===== config.mk =====
export PLATFORM = sky130hd
export DESIGN_NAME = div_seq_param
export DESIGN_NICKNAME = d
export VERILOG_FILES = /design/src/rtl/div_pkg.sv /design/src/rtl/nr_div_step.sv /design/src/rtl/div_seq_param.sv
export SDC_FILE = /design/constraint.sdc
export NUM_CORES = 1
export LEC_CHECK = 0
export ABC_CLOCK_PERIOD_IN_PS = 6500
export BUFFER_PORTS_ARGS = -buffer_cell sky130_fd_sc_hd__buf_2
export CAP_MARGIN = 10
export CORE_ASPECT_RATIO = 1.75
export CORE_MARGIN = 2
export CORE_UTILIZATION = 39
export CTS_CLUSTER_DIAMETER = 100
export DETAILED_ROUTE_END_ITERATION = 10
export GPL_TIMING_DRIVEN = 1
export PLACE_DENSITY = 0.59
export SKIP_LAST_GASP = 1
export SLEW_MARGIN = 10
export SYNTH_ARGS = -nofsm -noshare
export SYNTH_HDL_FRONTEND = slang
export SYNTH_HIERARCHICAL = 1
export SYNTH_SLANG_ARGS = --single-unit

===== constraint.sdc =====
create_clock -name clk -period 6.5 [get_ports clk]
set_input_delay 0.325 -clock clk [delete_from_list [all_inputs] [get_ports clk]]
set_output_delay 0.325 -clock clk [all_outputs]
set_load 0.1 [all_outputs]

===== src/rtl/div_pkg.sv =====
// rtl/div_pkg.sv - state type and magnitude helper shared by the divider files
package div_pkg;

  // One bit wider than the largest legal WIDTH, so callers always have spare upper bits
  localparam int MAG_W = 65;

  typedef enum logic [1:0] {IDLE, RUN, FIX, DONE} div_state_t;

  function automatic logic [MAG_W-1:0] mag(input logic [MAG_W-1:0] v, input logic neg);
    return neg ? (~v + MAG_W'(1)) : v;
  endfunction

endpackage


===== src/rtl/nr_div_step.sv =====
// rtl/nr_div_step.sv - one combinational non-restoring division step on the AQ pair
module nr_div_step #(
  parameter int WIDTH = 32
) (
  input  logic [WIDTH:0]   a,
  input  logic [WIDTH-1:0] q,
  input  logic [WIDTH-1:0] m,
  output logic [WIDTH:0]   a_next,
  output logic [WIDTH-1:0] q_next
);

  logic [WIDTH:0] a_sh;
  logic [WIDTH:0] m_ext;

  always_comb begin
    a_sh   = {a[WIDTH-1:0], q[WIDTH-1]};
    m_ext  = {1'b0, m};
    a_next = a[WIDTH] ? (a_sh + m_ext) : (a_sh - m_ext);
    q_next = {q[WIDTH-2:0], ~a_next[WIDTH]};
  end

endmodule


===== src/rtl/div_seq_param.sv =====
// rtl/div_seq_param.sv - sequential signed/unsigned non-restoring divider, optional DIV_OVF_FLAG_EN
module div_seq_param
  import div_pkg::*;
#(
  parameter int WIDTH = 32,
  parameter int CNT_W = $clog2(WIDTH + 1)
) (
  input  logic             clk,
  input  logic             resetn,
  input  logic             start,
  input  logic             is_signed,
  input  logic [WIDTH-1:0] dividend,
  input  logic [WIDTH-1:0] divisor,
  output logic             busy,
  output logic             done,
  output logic [WIDTH-1:0] quotient,
  output logic [WIDTH-1:0] remainder,
  output logic             div_by_zero
`ifdef DIV_OVF_FLAG_EN
  ,
  output logic             ovf
`endif
);

  div_state_t state;
  logic [WIDTH:0]   a_reg;
  logic [WIDTH-1:0] q_reg;
  logic [WIDTH-1:0] m_mag;
  logic [CNT_W-1:0] cnt;
  logic             sq;
  logic             sm;

  logic             in_sq;
  logic             in_sm;
  logic [WIDTH-1:0] dvd_mag;
  logic [WIDTH-1:0] dvs_mag;
  logic [MAG_W-WIDTH-1:0] unused_dvd_hi;
  logic [MAG_W-WIDTH-1:0] unused_dvs_hi;
  logic [WIDTH:0]   a_step;
  logic [WIDTH-1:0] q_step;
  logic [WIDTH-1:0] r_mag;

  assign in_sq = is_signed & dividend[WIDTH-1];
  assign in_sm = is_signed & divisor[WIDTH-1];
  // |MIN| lands on 2^(WIDTH-1), which the unsigned magnitude datapath handles directly
  assign {unused_dvd_hi, dvd_mag} = mag(MAG_W'(dividend), in_sq);
  assign {unused_dvs_hi, dvs_mag} = mag(MAG_W'(divisor), in_sm);

  // Final restore only affects the low WIDTH bits; the sign bit is not needed afterwards
  assign r_mag = a_reg[WIDTH] ? (a_reg[WIDTH-1:0] + m_mag) : a_reg[WIDTH-1:0];

  nr_div_step #(.WIDTH(WIDTH)) u_step (
    .a      (a_reg),
    .q      (q_reg),
    .m      (m_mag),
    .a_next (a_step),
    .q_next (q_step)
  );

`ifdef DIV_OVF_FLAG_EN
  logic ovf_pend;
`endif

  always_ff @(posedge clk or negedge resetn) begin
    if (!resetn) begin
      state       <= IDLE;
      a_reg       <= '0;
      q_reg       <= '0;
      m_mag       <= '0;
      cnt         <= '0;
      sq          <= 1'b0;
      sm          <= 1'b0;
      busy        <= 1'b0;
      done        <= 1'b0;
      quotient    <= '0;
      remainder   <= '0;
      div_by_zero <= 1'b0;
`ifdef DIV_OVF_FLAG_EN
      ovf_pend    <= 1'b0;
      ovf         <= 1'b0;
`endif
    end else begin
      done <= 1'b0;
      case (state)
        IDLE: begin
          if (start) begin
            sq          <= in_sq;
            sm          <= in_sm;
            m_mag       <= dvs_mag;
            a_reg       <= '0;
            q_reg       <= dvd_mag;
            cnt         <= '0;
            div_by_zero <= 1'b0;
`ifdef DIV_OVF_FLAG_EN
            ovf_pend    <= is_signed && (dividend == {1'b1, {(WIDTH-1){1'b0}}}) && (&divisor);
            ovf         <= 1'b0;
`endif
            if (divisor == '0) begin
              quotient    <= '1;
              remainder   <= dividend;
              div_by_zero <= 1'b1;
              done        <= 1'b1;
              state       <= DONE;
            end else begin
              busy  <= 1'b1;
              state <= RUN;
            end
          end
        end
        RUN: begin
          a_reg <= a_step;
          q_reg <= q_step;
          cnt   <= cnt + CNT_W'(1);
          if (cnt == CNT_W'(WIDTH - 1)) state <= FIX;
        end
        FIX: begin
          quotient  <= (sq ^ sm) ? -q_reg : q_reg;
          remainder <= sq ? -r_mag : r_mag;
          busy      <= 1'b0;
          done      <= 1'b1;
`ifdef DIV_OVF_FLAG_EN
          ovf       <= ovf_pend;
`endif
          state     <= DONE;
        end
        DONE: state <= IDLE;
        default: state <= IDLE;
      endcase
    end
  end

endmodule


==> out/qor.yml <==
outcome:
  status: "completed"
place:
  gp_congestion: 0.916
  portBuffers: 134
  hpwlAfterDp_um: 37100
worst_hold_path:
  min_from: "divisor[29]"
  hold_depth: 3
  hp-class: "input pin to flip-flop"
grt:
  grt_max_degree: 97
  first_global_vias: 13903
  grt_pass1_wl_um: 74300
  grt_usage_pct: 23.2
  overflow: 0
  antenna_found_initial: 1
critical_path:
  worstSetupPathType: "flip-flop to flip-flop"
  worstRegToRegCells: 17
  crit_required_ps: 6870
  critPathLaunchType: "flip-flop"
  cp.arrival_ps: 4970
  rr_startpoint: "m_mag[12]$_DFFE_PN0P_"
  crit_start: "m_mag[12]$_DFFE_PN0P_"
  crit_path_end_kind: "flip-flop"
  path_max_fanout: 8
clock_tree:
  insertion_delay_ps: 460
  clkTransAtPathRegs_ps: 80
  cts_buffer_depth: 2
  tritoncts: "done"
  cts_sinks: 174
  cts_htree_levels: 4
  cts_resized: 0
  cts_inserted_buffers: 17
  cts.root.buffer_cell: "clkbuf_16"
synth:
  synth.mux.area_fraction_pct: 2.18
  yosys.area_share.adder_pct: 6.35
  syn_nets: 2005
  synthesis.area_mm2: 0.0150
  synth_area_leaders: "dfrtp_1 29%, xor2_1 6.4%, ha_1 6.1%"
  synth_xor_area_share_pct: 11.0
  synth_top_area_cell: "dfrtp_1"
  syn_inst: 1862
  synth-edff-count: 0
  synth_top_cell_area_share_pct: 29.0
  synth-seq-area-share_pct: 29.0
  yosys_warnings: 6
  synthFlopType: "dfrtp_1"
  synth-simple-area-share_pct: 20.3
  synth_top_family_by_area: "compound AO/OA/AOI/OAI gates"
  ys_seq_elements: 174
  synth_compound_area_share_pct: 26.0
  yosysUniqueCellTypes: 93
  async_flop_share_pct: 100
  syn-mean-instance-area_um2: 8.06
drt:
  wl_per_cell_um: 19.6
  vias: 13906
  drt-initial-drc-count: 750
  drc: 0
  wirelength_um: 47000
  viasPerCell: 5.79
  dr.pass1.iters: 5
  antenna_left: 0
die:
  die_area_mm2: 0.0401
  die_y_um: 264
  core_mm2: 0.0382
  die-width_um: 152
  initial_core_util_pct: 39.3
  row_count: 95
  io_pins: 135
cells_and_area:
  fill_cells: 3901
  layout_commonest_cell: "nand2_1"
  ff_latch_area_mm2: 0.00436
  final_cell_mix: "206 x nand2_1, 173 x dfrtp_1, 169 x nor2_1, 162 x a21oi_1, 148 x o21ai_0"
  fin_nets: 2046
  largest_reg_flops: 33
  multi_input_comb_area_mm2: 0.00990
  layout-drive-gt1-share_pct: 13.1
  syn_to_final_growth_pct: 9.24
sta:
  period_share_pct: 70.8
  rsz0062_at_grt: "no"
  clock_skew_ps: 15.3
  period_minus_slack_ps: 4600
  fin_tns_setup_ps: 0
  max_slew_margin_pct: 22.1
  finalSetupViolations: 0
  clock.fmax_ghz: 0.217
  tightest_slew_ps: 1170
  slew_violations: 0
  hold_violations: 0
job:
  drv_cap: 0
==> through the flow <==
stage	hold slack, ps	utilization, %	std cells	instance area (µm²)	worst slack [ps]
floorplan	29.4	-	1862	15000	2800
global placement	460	41.4	2368	15800	2000
detailed placement	462	41.4	2368	15800	1960
CTS	162	43.0	2401	16400	1940
global route	192	43.0	2402	16400	1490
finish	175	43.0	2402	16400	1900
==> area by class of cell <==
type                       count  area share, %
clock inverter                14          0.923
tap                          485           3.70
timing repair buffer         148           4.80
antenna                        1         0.0153
inverter                      43          0.984
clock buffer                  18           2.62
multi-input combinational   1519           60.4
sequential                   174           26.6
==> path summary, 6_finish.rpt <==
path                                            end  slack [ps]
hold reg to reg            remainder[0]$_DFFE_PN0P_         500
setup / recovery               q_reg[0]$_DFFE_PN0P_        1900
max in group asynchronous     q_reg[22]$_DFFE_PN0P_        4470
hold / removal                m_mag[29]$_DFFE_PN0P_         170
setup reg to reg               q_reg[0]$_DFFE_PN0P_        1900
min in group asynchronous      a_reg[4]$_DFFE_PN0P_         460
==> cells in the mapped netlist (30+ instances only) <==
cell,n
nand2_1,207
dfrtp_1,174
nor2_1,169
a21oi_1,164
o21ai_0,148
xor2_1,109
xnor2_1,79
ha_1,73
clkbuf_1,71
nor3_1,44
inv_1,42
nand3_1,38
buf_4,32
a22o_1,31
a31oi_1,30
==> routing by layer <==
| metal | global-route usage [%] | vias up | part of all wire (%) |
|---|---|---|---|
| met5 | 0 | - | 0 |
| li1 | - | 6849 | - |
| met4 | 11.7 | 0 | 4.9 |
| met1 | 25.2 | 6598 | 38 |
| met2 | 43.9 | 354 | 54 |
| met3 | 2.53 | 105 | 2.9 |
==> repair_timing <==
item                                   in CTS  in global routing
endpoints found under the hold margin      17                  0
setup buffers                               0                  0
hold buffers                                1                  0
==> kinds of logic after synthesis <==
kind of cell               after synthesis
and+or+nand+nor                        628
AOI/OAI and AO/OA                      596
xor gates and xnor gates               188
DFF                                    174
buffers and inverters                  169
adders and majority gates               75
muxes                                   32
==> worst max-delay path, stage by stage (launching register included) <==
cell,delay (ps)
dfrtp_1,450
nor3_2,290
nand2_1,110
nor3_1,720
nand2_2,170
nor2_1,260
a31o_2,230
xnor2_1,150
ha_1,340
nand2_1,160
o21ai_0,270
a2111oi_2,550
nor3_1,120
nand4b_1,200
nand2_2,100
xnor2_1,130
mux2i_1,90
o21ai_0,190
Power is left out: the tool's default activity adds up to more than one toggle a clock period on the data nets, which glitch-free logic cannot reach.
